## src/rtl/flash_cmd_sequencer.sv

```systemverilog
// Host-command to flash-controller request engine: unlock/command write cycles,
// DQ7/DQ5 status polling with timeout, and an F0 reset write on failure.
module flash_cmd_sequencer #(
  parameter logic [21:0] UNLOCK_ADDR1 = 22'hAAA,
  parameter logic [21:0] UNLOCK_ADDR2 = 22'h555,
  parameter logic [27:0] POLL_LIMIT   = 28'd200000000
) (
  input  logic        clk,
  input  logic        rst,
  input  logic [1:0]  cmd,
  input  logic [21:0] cmd_addr,
  input  logic [7:0]  cmd_data,
  input  logic        start,
  output logic        busy,
  output logic        done,
  output logic        error,
  output logic [7:0]  rd_data,
  output logic [21:0] m_address,
  output logic [7:0]  m_to_mem,
  output logic        m_wren,
  output logic        m_req,
  input  logic [7:0]  m_from_mem,
  input  logic        m_ready
);

  typedef enum logic [2:0] {
    ST_IDLE,
    ST_ISSUE,
    ST_WAIT,
    ST_POLL_ISSUE,
    ST_POLL_WAIT,
    ST_ABORT_ISSUE,
    ST_ABORT_WAIT,
    ST_FINISH
  } state_t;

  localparam logic [1:0] CMD_READ       = 2'd0;
  localparam logic [1:0] CMD_PROGRAM    = 2'd1;
  localparam logic [1:0] CMD_CHIP_ERASE = 2'd3;

  state_t      state_reg, state_next;
  logic [2:0]  step_reg, step_next;
  logic [27:0] poll_cnt_reg, poll_cnt_next;
  logic        dq5_armed_reg, dq5_armed_next;
  logic [1:0]  cmd_reg, cmd_next;
  logic [21:0] addr_reg, addr_next;
  logic [7:0]  data_reg, data_next;
  logic        busy_reg, busy_next;
  logic        done_reg, done_next;
  logic        error_reg, error_next;
  logic [7:0]  rd_data_reg, rd_data_next;
  logic [21:0] m_address_reg, m_address_next;
  logic [7:0]  m_to_mem_reg, m_to_mem_next;
  logic        m_wren_reg, m_wren_next;
  logic        m_req_reg, m_req_next;

  logic [21:0] step_addr;
  logic [7:0]  step_data;
  logic        step_last;
  logic        poll_expect_msb;
  logic [27:0] poll_cnt_inc;

  // Write-cycle table for the latched command; the last step targets the user address
  // (or the chip-erase confirm cycle) and is followed by status polling.
  always_comb begin
    step_addr = UNLOCK_ADDR1;
    step_data = 8'hAA;
    step_last = 1'b0;
    if (cmd_reg == CMD_PROGRAM) begin
      case (step_reg)
        3'd0: begin step_addr = UNLOCK_ADDR1; step_data = 8'hAA; end
        3'd1: begin step_addr = UNLOCK_ADDR2; step_data = 8'h55; end
        3'd2: begin step_addr = UNLOCK_ADDR1; step_data = 8'hA0; end
        default: begin
          step_addr = addr_reg;
          step_data = data_reg;
          step_last = 1'b1;
        end
      endcase
    end else begin
      case (step_reg)
        3'd0: begin step_addr = UNLOCK_ADDR1; step_data = 8'hAA; end
        3'd1: begin step_addr = UNLOCK_ADDR2; step_data = 8'h55; end
        3'd2: begin step_addr = UNLOCK_ADDR1; step_data = 8'h80; end
        3'd3: begin step_addr = UNLOCK_ADDR1; step_data = 8'hAA; end
        3'd4: begin step_addr = UNLOCK_ADDR2; step_data = 8'h55; end
        default: begin
          step_last = 1'b1;
          if (cmd_reg == CMD_CHIP_ERASE) begin
            step_addr = UNLOCK_ADDR1;
            step_data = 8'h10;
          end else begin
            step_addr = addr_reg;
            step_data = 8'h30;
          end
        end
      endcase
    end
  end

  assign poll_expect_msb = (cmd_reg == CMD_PROGRAM) ? data_reg[7] : 1'b1;
  assign poll_cnt_inc    = poll_cnt_reg + 28'd1;

  // Every request is launched from an *_ISSUE state, so m_req is always preceded by
  // at least one low cycle after the previous m_ready.
  always_comb begin
    state_next     = state_reg;
    step_next      = step_reg;
    poll_cnt_next  = poll_cnt_reg;
    dq5_armed_next = dq5_armed_reg;
    cmd_next       = cmd_reg;
    addr_next      = addr_reg;
    data_next      = data_reg;
    busy_next      = busy_reg;
    done_next      = 1'b0;
    error_next     = error_reg;
    rd_data_next   = rd_data_reg;
    m_address_next = m_address_reg;
    m_to_mem_next  = m_to_mem_reg;
    m_wren_next    = m_wren_reg;
    m_req_next     = 1'b0;

    case (state_reg)
      ST_IDLE: begin
        if (start && !busy_reg) begin
          cmd_next       = cmd;
          addr_next      = cmd_addr;
          data_next      = cmd_data;
          step_next      = 3'd0;
          poll_cnt_next  = 28'd0;
          dq5_armed_next = 1'b0;
          busy_next      = 1'b1;
          error_next     = 1'b0;
          state_next     = ST_ISSUE;
        end
      end

      ST_ISSUE: begin
        m_req_next = 1'b1;
        if (cmd_reg == CMD_READ) begin
          m_address_next = addr_reg;
          m_to_mem_next  = 8'h00;
          m_wren_next    = 1'b0;
        end else begin
          m_address_next = step_addr;
          m_to_mem_next  = step_data;
          m_wren_next    = 1'b1;
        end
        state_next = ST_WAIT;
      end

      ST_WAIT: begin
        if (m_ready) begin
          if (cmd_reg == CMD_READ) begin
            rd_data_next = m_from_mem;
            done_next    = 1'b1;
            state_next   = ST_FINISH;
          end else if (step_last) begin
            state_next = ST_POLL_ISSUE;
          end else begin
            step_next  = step_reg + 3'd1;
            state_next = ST_ISSUE;
          end
        end
      end

      ST_POLL_ISSUE: begin
        m_req_next     = 1'b1;
        m_address_next = addr_reg;
        m_to_mem_next  = 8'h00;
        m_wren_next    = 1'b0;
        state_next     = ST_POLL_WAIT;
      end

      ST_POLL_WAIT: begin
        if (m_ready) begin
          poll_cnt_next = poll_cnt_inc;
          if (m_from_mem[7] == poll_expect_msb) begin
            done_next  = 1'b1;
            state_next = ST_FINISH;
          end else if (dq5_armed_reg || (poll_cnt_inc >= POLL_LIMIT)) begin
            // DQ5 confirmation read still mismatching, or out of poll budget
            error_next = 1'b1;
            state_next = ST_ABORT_ISSUE;
          end else begin
            dq5_armed_next = m_from_mem[5];
            state_next     = ST_POLL_ISSUE;
          end
        end
      end

      ST_ABORT_ISSUE: begin
        m_req_next     = 1'b1;
        m_address_next = UNLOCK_ADDR1;
        m_to_mem_next  = 8'hF0;
        m_wren_next    = 1'b1;
        state_next     = ST_ABORT_WAIT;
      end

      ST_ABORT_WAIT: begin
        if (m_ready) begin
          done_next  = 1'b1;
          state_next = ST_FINISH;
        end
      end

      ST_FINISH: begin
        busy_next  = 1'b0;
        state_next = ST_IDLE;
      end

      default: begin
        state_next = ST_IDLE;
      end
    endcase
  end

  always_ff @(posedge clk or posedge rst) begin
    if (rst) begin
      state_reg     <= ST_IDLE;
      step_reg      <= 3'd0;
      poll_cnt_reg  <= 28'd0;
      dq5_armed_reg <= 1'b0;
      cmd_reg       <= 2'd0;
      addr_reg      <= 22'd0;
      data_reg      <= 8'd0;
      busy_reg      <= 1'b0;
      done_reg      <= 1'b0;
      error_reg     <= 1'b0;
      rd_data_reg   <= 8'd0;
      m_address_reg <= 22'd0;
      m_to_mem_reg  <= 8'd0;
      m_wren_reg    <= 1'b0;
      m_req_reg     <= 1'b0;
    end else begin
      state_reg     <= state_next;
      step_reg      <= step_next;
      poll_cnt_reg  <= poll_cnt_next;
      dq5_armed_reg <= dq5_armed_next;
      cmd_reg       <= cmd_next;
      addr_reg      <= addr_next;
      data_reg      <= data_next;
      busy_reg      <= busy_next;
      done_reg      <= done_next;
      error_reg     <= error_next;
      rd_data_reg   <= rd_data_next;
      m_address_reg <= m_address_next;
      m_to_mem_reg  <= m_to_mem_next;
      m_wren_reg    <= m_wren_next;
      m_req_reg     <= m_req_next;
    end
  end

  assign busy      = busy_reg;
  assign done      = done_reg;
  assign error     = error_reg;
  assign rd_data   = rd_data_reg;
  assign m_address = m_address_reg;
  assign m_to_mem  = m_to_mem_reg;
  assign m_wren    = m_wren_reg;
  assign m_req     = m_req_reg;

endmodule

```

## config.mk

```make
export PLATFORM = sky130hd
export DESIGN_NAME = flash_cmd_sequencer
export DESIGN_NICKNAME = d
export VERILOG_FILES = /design/src/rtl/flash_cmd_sequencer.sv
export SDC_FILE = /design/constraint.sdc
export NUM_CORES = 1
export LEC_CHECK = 0
export CORE_MARGIN = 4
export CORE_UTILIZATION = 55
export CTS_BUF_LIST = sky130_fd_sc_hd__clkbuf_2
export CTS_CLUSTER_DIAMETER = 60
export DETAILED_ROUTE_END_ITERATION = 10
export DONT_BUFFER_PORTS = 1
export PLACE_DENSITY = 0.7
export SYNTH_ARGS = -nofsm -noshare
export SYNTH_HDL_FRONTEND = slang
export SYNTH_SLANG_ARGS = --single-unit
```

## constraint.sdc

```tcl
create_clock -name clk -period 6.4 [get_ports clk]
set_clock_uncertainty 0.1 [all_clocks]
set_input_delay 1.28 -clock clk [delete_from_list [all_inputs] [get_ports clk]]
set_output_delay 1.28 -clock clk [all_outputs]
set_load 0.05 [all_outputs]
```

==> results_dict.tcl, run 1 <==
set metrics [dict create \
    drtIter0Drc 310 \
    syn_inst 591 \
    hold_class "reg2reg" \
    areaGrowthSynthToFinish_pct 3.355 \
    largest_reg_flops 28 \
    setup_viol 0 \
    path_clk_slew_ns 0.31 \
    ys_ff_latch 110 \
    synthArstFlopShare 1.000 \
    p_sw_w 0.001400 \
    cts_tree "yes" \
    postCtsResizedCells 0 \
    tightest_slew_ns 1.138 \
    vdd_drop_max_v 0.0003288 \
    diodes 0 \
    max_freq_mhz 308.3 \
    ant_nets 0 \
    hold_violations 0 \
    cts_hold_buf 0 \
    crit_arrival_ns 3.64 \
    synth_flop_cell "dfrtp_1" \
    fin_crit_ns 3.244 \
    clkLatencyLatePin_ns 0.61 \
    synth-edff-count 0 \
    finalNetCount 619 \
    cts_max_path_buffers 2 \
    numCtsBuffers 9 \
    die_x_um 109.5 \
    core_area_um2 9910 \
    drtPass1Iterations 5 \
    drive_gt1_frac 0.1254 \
    p_clk_frac 0.130 \
    switching_share 0.4931 \
    yosysWarnings 0 \
    outcome "completed" \
    dieHeight_um 109.5 \
    syn_area_um2 5668 \
    mostFrequentLayoutCells "dfrtp_1 (110), o21ai_0 (60), nand2_1 (50)" \
    ys_types 56 \
    pin_count 87 \
    critPathCaptureType "flop" \
    wl_mm 13.23 \
    grt_pass1_vias 4363 \
    p_comb_frac 0.295 \
    cts_sinks 110 \
    grt_max_degree 68 \
    row_count 36 \
    cts_setup_buffers 0 \
    avgSynthCellArea_um2 9.590 \
    grt_overflow_total 0 \
    die_area_um2 11990 \
    crit_type "reg2reg" \
    placed_cell_area_um2 5715 \
    wire_per_inst_um 18.71 \
    stdcell_area_um2 5858 \
    place_congestion 0.9180 \
    seqPwrFrac 0.575 \
    max-slew-margin-rel 0.2395 \
    required_ns 6.80 \
    rsz0062_at_grt "false" \
    viasPerCell 6.371 \
    cts_root_buf "clkbuf_2" \
    finalCritPeriodShare 0.5069 \
    startpoint_type "flop" \
    fill_cells 831 \
    mappedNetlistNets 641 \
    internal_power_w 0.001439 \
    powerDensity_nw_per_um2 484.5 \
    max_cap_violations 0 \
    final_common_cell "dfrtp_1" \
    fin_tns_setup_ns 0 \
    maxSlewViolCount 0 \
    htree_levels 3 \
    initial_core_util 0.5720 \
    io_buffer_count 0 \
    ys_seq_area_frac 0.4857 \
    antenna_found_initial 0 \
    grt_pass1_wl_mm 21.74 \
    hpwl_mm 9.106 \
    p_leak_nw 2.448 \
    cp_max_fo 10 \
    post-route-drc-count 0 \
    grt_use_total 0.2301 \
    vias 4504 \
]
[path summary, 6_finish.rpt]
path,from,to,slack (ns),cells after the start
max,poll_cnt_reg[0],dq5_armed_reg,3.16,8
min,addr_reg[19],m_address[19],0.42,1
max reg2reg,poll_cnt_reg[0],dq5_armed_reg,3.16,8
min reg2reg,addr_reg[19],m_address[19],0.42,1
max in group asynchronous,rst,m_address[3],4.54,2
min in group asynchronous,rst,busy,0.43,1
[routing by layer]
metal,global-route usage,up-vias,part of all wire
met2,0.3387,195,0.45
met3,0.06929,20,0.087
li1,-,2119,-
met5,0,-,0
met1,0.3237,2170,0.45
met4,0.08103,0,0.016
[synthesized netlist by cell type (8+ instances only)]
| cell type | n | area, um2 |
|---|---|---|
| nand4_1 | 8 | 50.05 |
| nand2_1 | 50 | 187.7 |
| dfrtp_1 | 110 | 2753 |
| a22o_1 | 11 | 96.34 |
| inv_1 | 14 | 52.55 |
| nor2_1 | 49 | 183.9 |
| nand3_1 | 21 | 105.1 |
| nand2b_1 | 8 | 50.05 |
| a31oi_1 | 15 | 93.84 |
| clkbuf_1 | 27 | 101.4 |
| o21ai_0 | 60 | 300.3 |
| nor3_1 | 15 | 75.07 |
| o31ai_1 | 11 | 82.58 |
| mux2_2 | 39 | 439.2 |
| a21oi_1 | 48 | 240.2 |
[critical path, cell delays in order, from the launching register on]
cell and delay [ns]:
dfrtp_1 0.48, ha_1 0.42, nand4_1 0.45, nor3_2 0.29, nor3b_4 0.48, a211oi_1 0.16
nor4_1 0.43, a21o_1 0.23, o22ai_1 0.09
[layout make-up]
| class | count | area (um2) | area share |
|---|---|---|---|
| clock inverter | 6 | 92.59 | 0.01581 |
| tap | 133 | 166.4 | 0.02841 |
| timing repair buffer | 1 | 7.507 | 0.001282 |
| inverter | 14 | 55.05 | 0.009398 |
| clock buffer | 10 | 50.05 | 0.008543 |
| sequential | 110 | 2753 | 0.4699 |
| multi-input combinational | 433 | 2734 | 0.4667 |
[through the flow]
| stage | hold slack (ns) | power [W] | setup slack (ns) | utilization | std cells |
|---|---|---|---|---|---|
| global placement | 0.3704 | 0.002432 | 3.104 | 0.5768 | 691 |
| global route | 0.3890 | 0.003035 | 2.947 | 0.5912 | 707 |
| floorplan | 0.3622 | 0.002250 | 2.118 | - | 591 |
| detailed placement | 0.3807 | 0.002479 | 3.019 | 0.5768 | 691 |
| CTS | 0.4001 | 0.002847 | 3.202 | 0.5912 | 707 |
| finish | 0.4213 | 0.002838 | 3.156 | 0.5912 | 707 |
[power by group through the flow]
stage / Sequential (W) / Clock, W / Combinational, W
finish: 0.00163 / 0.000370 / 0.000837
global route: 0.00167 / 0.000408 / 0.000952
CTS: 0.00163 / 0.000381 / 0.000835
detailed placement: 0.00165 / 0 / 0.000830
global placement: 0.00164 / 0 / 0.000794
floorplan: 0.00150 / 0 / 0.000746
[kinds of logic after synthesis]
group | Yosys count | synth area share
AND/OR/NAND/NOR | 193 | 0.1731
AO/OA/AOI/OAI | 186 | 0.2033
flip-flops | 110 | 0.4857
buffers and inverters | 48 | 0.03333
multiplexers | 39 | 0.07748
XOR/XNOR | 9 | 0.01391
adder cells (fa/ha/maj) | 6 | 0.01324
(Power assumes the default switching activity.)
==> run 2, diff against run 1 <==
==> constraint.sdc (replaced) <==
create_clock -name clk -period 3.13 [get_ports clk]
set_clock_uncertainty 0.1 [all_clocks]
set_input_delay 0.626 -clock clk [delete_from_list [all_inputs] [get_ports clk]]
set_output_delay 0.626 -clock clk [all_outputs]
set_load 0.05 [all_outputs]
==> results_dict.tcl, run 2 (synthesis results as in run 1) <==
set metrics [dict create \
    outcome "completed" \
    dpl_worst_slack_ns 0.4567 \
    cts_tree "yes" \
    cts_max_path_buffers 2 \
    hold_violations 0 \
    largest_reg_flops 28 \
    areaGrowthSynthToFinish_pct 11.74 \
    crit_type "reg2reg" \
    p_clk_frac 0.110 \
    place_congestion 0.9207 \
    cp_slowest_cell "nor4_1" \
    seqPwrFrac 0.552 \
    internal_power_w 0.002900 \
    drive_gt1_frac 0.1438 \
    cts_root_buf "clkbuf_2" \
    crit_arrival_ns 3.15 \
    max_freq_mhz 365.1 \
    final_common_cell "dfrtp_1" \
    grt_overflow_total 0 \
    required_ns 3.54 \
    switching_share 0.5015 \
    drtIter0Drc 300 \
    die_x_um 109.5 \
    numCtsBuffers 9 \
    stdcell_area_um2 6334 \
    cts_setup_buffers 0 \
    hpwl_mm 9.794 \
    row_count 36 \
    die_area_um2 11990 \
    timing.final.ws_setup_ns 0.3909 \
    vias 4690 \
    crit_chain "ha_1 > nand4_1 > nor4_1 > xnor2_1 > nor3_1 > a32o_1 > a21o_1 > o31a_1" \
    htree_levels 3 \
    p_sw_w 0.002917 \
    cts_sinks 110 \
    critPathCaptureType "flop" \
    maxSlewViolCount 0 \
    p_leak_nw 2.674 \
    placed_cell_area_um2 5884 \
    tightest_slew_ns 0.7762 \
    hold_class "in2reg" \
    max_cap_violations 0 \
    finalNetCount 672 \
    dieHeight_um 109.5 \
    antenna_found_initial 0 \
    fin_tns_setup_ns 0 \
    wire_per_inst_um 18.42 \
    wl_mm 13.98 \
    io_buffer_count 0 \
    finalCritPeriodShare 0.8751 \
    post-route-drc-count 0 \
    vdd_drop_max_v 0.0005896 \
    mostFrequentLayoutCells "dfrtp_1 (110), o21ai_0 (60), nand2_1 (50)" \
    viasPerCell 6.179 \
    diodes 0 \
    ant_nets 0 \
    core_area_um2 9910 \
    path_clk_slew_ns 0.32 \
    slowest_delay_ns 0.51 \
    cp_max_fo 10 \
    grt_max_degree 46 \
    startpoint_type "flop" \
    p_comb_frac 0.338 \
    grt_use_total 0.2406 \
    rsz0062_at_grt "false" \
    grt_pass1_vias 4444 \
    grt_pass1_wl_mm 22.87 \
    powerDensity_nw_per_um2 918.5 \
    drtPass1Iterations 4 \
    pin_count 87 \
    whs_ns 0.08154 \
    setup_viol 0 \
    clkLatencyLatePin_ns 0.57 \
    fin_crit_ns 2.739 \
    initial_core_util 0.5720 \
    max-slew-margin-rel 0.4815 \
]
## run 2: cell count changes in the layout (fill, tap and decap cells not counted), sizes merged
cell / delta
bufinv: -2
buf: +19
clkbuf: -1
inv: +1
dlygate4sd3: +34
clkinv: +1
## run 2: final timing paths
kind	start	to	slack, ns	cells past startpoint
max in group asynchronous	rst	m_address[1]	1.55	3
worst min register to register	addr_reg[17]	m_address[17]	0.43	1
min in group asynchronous	rst	rd_data[2]	0.50	2
worst max register to register	poll_cnt_reg[0]	state_reg[2]	0.39	8
worst max-delay path	poll_cnt_reg[0]	state_reg[2]	0.39	8
worst min-delay path	m_ready	state_reg[0]	0.08	2
## run 2: area by class of cell
cell class | instances | area [um2]
clock buffer | 9 | 45.04
clock inverter | 6 | 63.81
fill | 852 | 3576
inverter | 14 | 56.30
multi-input combinational | 433 | 2734
sequential | 110 | 2753
tap | 133 | 166.4
timing repair buffer | 54 | 515.5
## run 2: critical path: cells and delay by family (launching register included)
family / cells / cell delay, ns
AND/OR/NAND/NOR: 3 / 0.81
adder cells (fa/ha/maj): 1 / 0.37
XOR/XNOR: 1 / 0.19
flip-flops: 1 / 0.48
AO/OA/AOI/OAI: 3 / 0.75
## run 2: stage by stage
stage / power (W) / util / std cells
2_1_floorplan: 0.004600 / - / 591
3_3_place_gp: 0.005072 / 0.5938 / 710
3_5_place_dp: 0.005154 / 0.5938 / 710
4_1_cts: 0.005793 / 0.6058 / 726
5_1_grt: 0.006244 / 0.6391 / 759
6_report: 0.005817 / 0.6391 / 759
## run 2: power by group through the flow
stage	clock [W]	sequential (W)	combinational (W)
2_1_floorplan	0	0.00307	0.00153
3_3_place_gp	0	0.00323	0.00185
3_5_place_dp	0	0.00324	0.00192
4_1_cts	0.000667	0.00321	0.00192
5_1_grt	0.000723	0.00329	0.00223
6_report	0.000640	0.00321	0.00197
## run 2: layer usage
metal	GRT usage	routed length, um
met1	0.3597	6345
met2	0.3487	6386
met3	0.06870	1071
met4	0.05254	178
met5	0	0
## run 2: what timing repair did
item | 4_1_cts | 5_1_grt
hold endpoints to repair | 33 | 33
gates resized for setup | 0 | 0
hold buffers | 1 | 33
==> run 3, diff against run 2 <==
--- a/config.mk
+++ b/config.mk
@@ -10,8 +10,7 @@
 export CTS_BUF_LIST = sky130_fd_sc_hd__clkbuf_2
 export CTS_CLUSTER_DIAMETER = 60
 export DETAILED_ROUTE_END_ITERATION = 10
-export DONT_BUFFER_PORTS = 1
-export PLACE_DENSITY = 0.7
+export PLACE_DENSITY = 0.81
 export SYNTH_ARGS = -nofsm -noshare
 export SYNTH_HDL_FRONTEND = slang
 export SYNTH_SLANG_ARGS = --single-unit
==> results_dict.tcl, run 3 (synthesis results as in run 1) <==
set metrics [dict create \
    outcome "completed" \
    max_cap_violations 0 \
    diodes 0 \
    finalCritPeriodShare 0.8608 \
    die_x_um 109.5 \
    largest_reg_flops 28 \
    gr-usage-met3 0.04463 \
    slowest_delay_ns 0.58 \
    clkLatencyLatePin_ns 0.59 \
    critPathCaptureType "flop" \
    cts_max_path_buffers 2 \
    rsz0062_at_grt "false" \
    die_area_um2 11990 \
    vias 4966 \
    grt_overflow_total 0 \
    tightest_slew_ns 0.7068 \
    postCtsResizedCells 0 \
    met2_usage 0.3784 \
    ant_nets 0 \
    drtPass1Iterations 6 \
    htree_levels 3 \
    r2r_slack_ns 0.44 \
    maxSlewViolCount 0 \
    grt_use_total 0.2500 \
    powerDensity_nw_per_um2 921.2 \
    hold_violations 0 \
    setup_viol 0 \
    ff2ff_path_depth 7 \
    wire_per_inst_um 17.70 \
    fill_cells 778 \
    fin_tns_setup_ns 0 \
    cts_setup_buffers 0 \
    viasPerCell 6.131 \
    areaGrowthSynthToFinish_pct 20.57 \
    grt_pass1_wl_mm 23.79 \
    final_common_cell "dfrtp_1" \
    whs_ns 0.3333 \
    p_leak_nw 2.849 \
    cts_tree "yes" \
    io_buffer_count 86 \
    initial_core_util 0.5720 \
    row_count 36 \
    cts_root_buf "clkbuf_2" \
    top_usage_layer "met2" \
    hpwl_mm 10.18 \
    wl_mm 14.33 \
    vdd_drop_max_v 0.0006273 \
    cp_slowest_cell "nor4_2" \
    cts_sinks 110 \
    antenna_found_initial 0 \
    finalNetCount 722 \
    post-route-drc-count 0 \
    cts_hold_buf 0 \
    hold_class "in2async" \
    drive_gt1_frac 0.1300 \
    crit_arrival_ns 3.13 \
    core_area_um2 9910 \
    cp_max_fo 12 \
    place_congestion 0.8848 \
    crit_chain "nand4_2 > nor4_2 > a41o_1 > o221ai_2 > a32o_1 > a21o_1 > o31a_1" \
    max_freq_mhz 371.1 \
    rr_endpoint "state_reg[2]" \
    required_ns 3.57 \
    fin_crit_ns 2.694 \
    mostFrequentLayoutCells "dfrtp_1 (110), clkdlybuf4s50_1 (86), o21ai_0 (60)" \
    r2r_start "poll_cnt_reg[5]" \
    dieHeight_um 109.5 \
    pin_count 87 \
    crit_type "reg2reg" \
    grt_pass1_vias 4907 \
    met1_usage 0.3709 \
    path_clk_slew_ns 0.31 \
    numCtsBuffers 9 \
    drtIter0Drc 310 \
    max-slew-margin-rel 0.5288 \
    grt_max_degree 80 \
    startpoint_type "flop" \
]
run 3: cell count changes in the layout (fill, tap and decap cells not counted), sizes merged:
| cell | delta |
|---|---|
| clkinv | +2 |
| buf | -2 |
| dlygate4sd3 | -34 |
| inv | -1 |
| clkdlybuf4s50 | +86 |
run 3: worst max-delay path: cells and delay by family, from the launching register on:
kind / cells / cell delay (ns)
compound gates: 5 / 1.11
simple gates: 2 / 0.96
flops: 1 / 0.48
run 3: power breakdown:
part | total [W] | leakage (nW) | internal [W] | switching (W)
Combinational | 0.00334 | 1.37 | 0.00126 | 0.00208
Clock | 0.000626 | 0.0635 | 0.000118 | 0.000508
Sequential | 0.00233 | 1.42 | 0.00193 | 0.000400
run 3: how the worst max path moves through the flow:
stage                    startpoint  slack, ns         endpoint
floorplan           poll_cnt_reg[0]       0.63     state_reg[2]
global placement              start       0.49  poll_cnt_reg[5]
detailed placement            start       0.47  poll_cnt_reg[5]
CTS                           error       0.46            error
global route        poll_cnt_reg[5]       0.32     state_reg[2]
finish              poll_cnt_reg[5]       0.44     state_reg[2]
run 3: through the flow:
stage               area, um2  std cells  utilization  power [W]  setup WS [ns]
finish                   6834        810       0.6896   0.006296         0.4356
CTS                      6834        810       0.6896   0.006290         0.4639
global route             6834        810       0.6896   0.006696         0.3241
detailed placement       6730        794       0.6792   0.005670         0.4723
global placement         6730        794       0.6792   0.005556         0.4870
floorplan                5672        591            -   0.004600         0.6307
run 3: per-layer routing:
metal	part of all wire	wire length, um
met5	0	0
met4	0.011	163
met3	0.076	1094
met2	0.46	6526
met1	0.46	6549
run 3: layout make-up:
cell class,instances,area [um2],share of cell area
Clock buffer,9,45.04,0.006591
Clock inverter,7,58.81,0.008605
Inverter,14,56.30,0.008239
Multi-Input combinational cell,433,2734,0.4000
Sequential cell,110,2753,0.4028
Tap cell,133,166.4,0.02435
Timing Repair Buffer,104,1021,0.1494
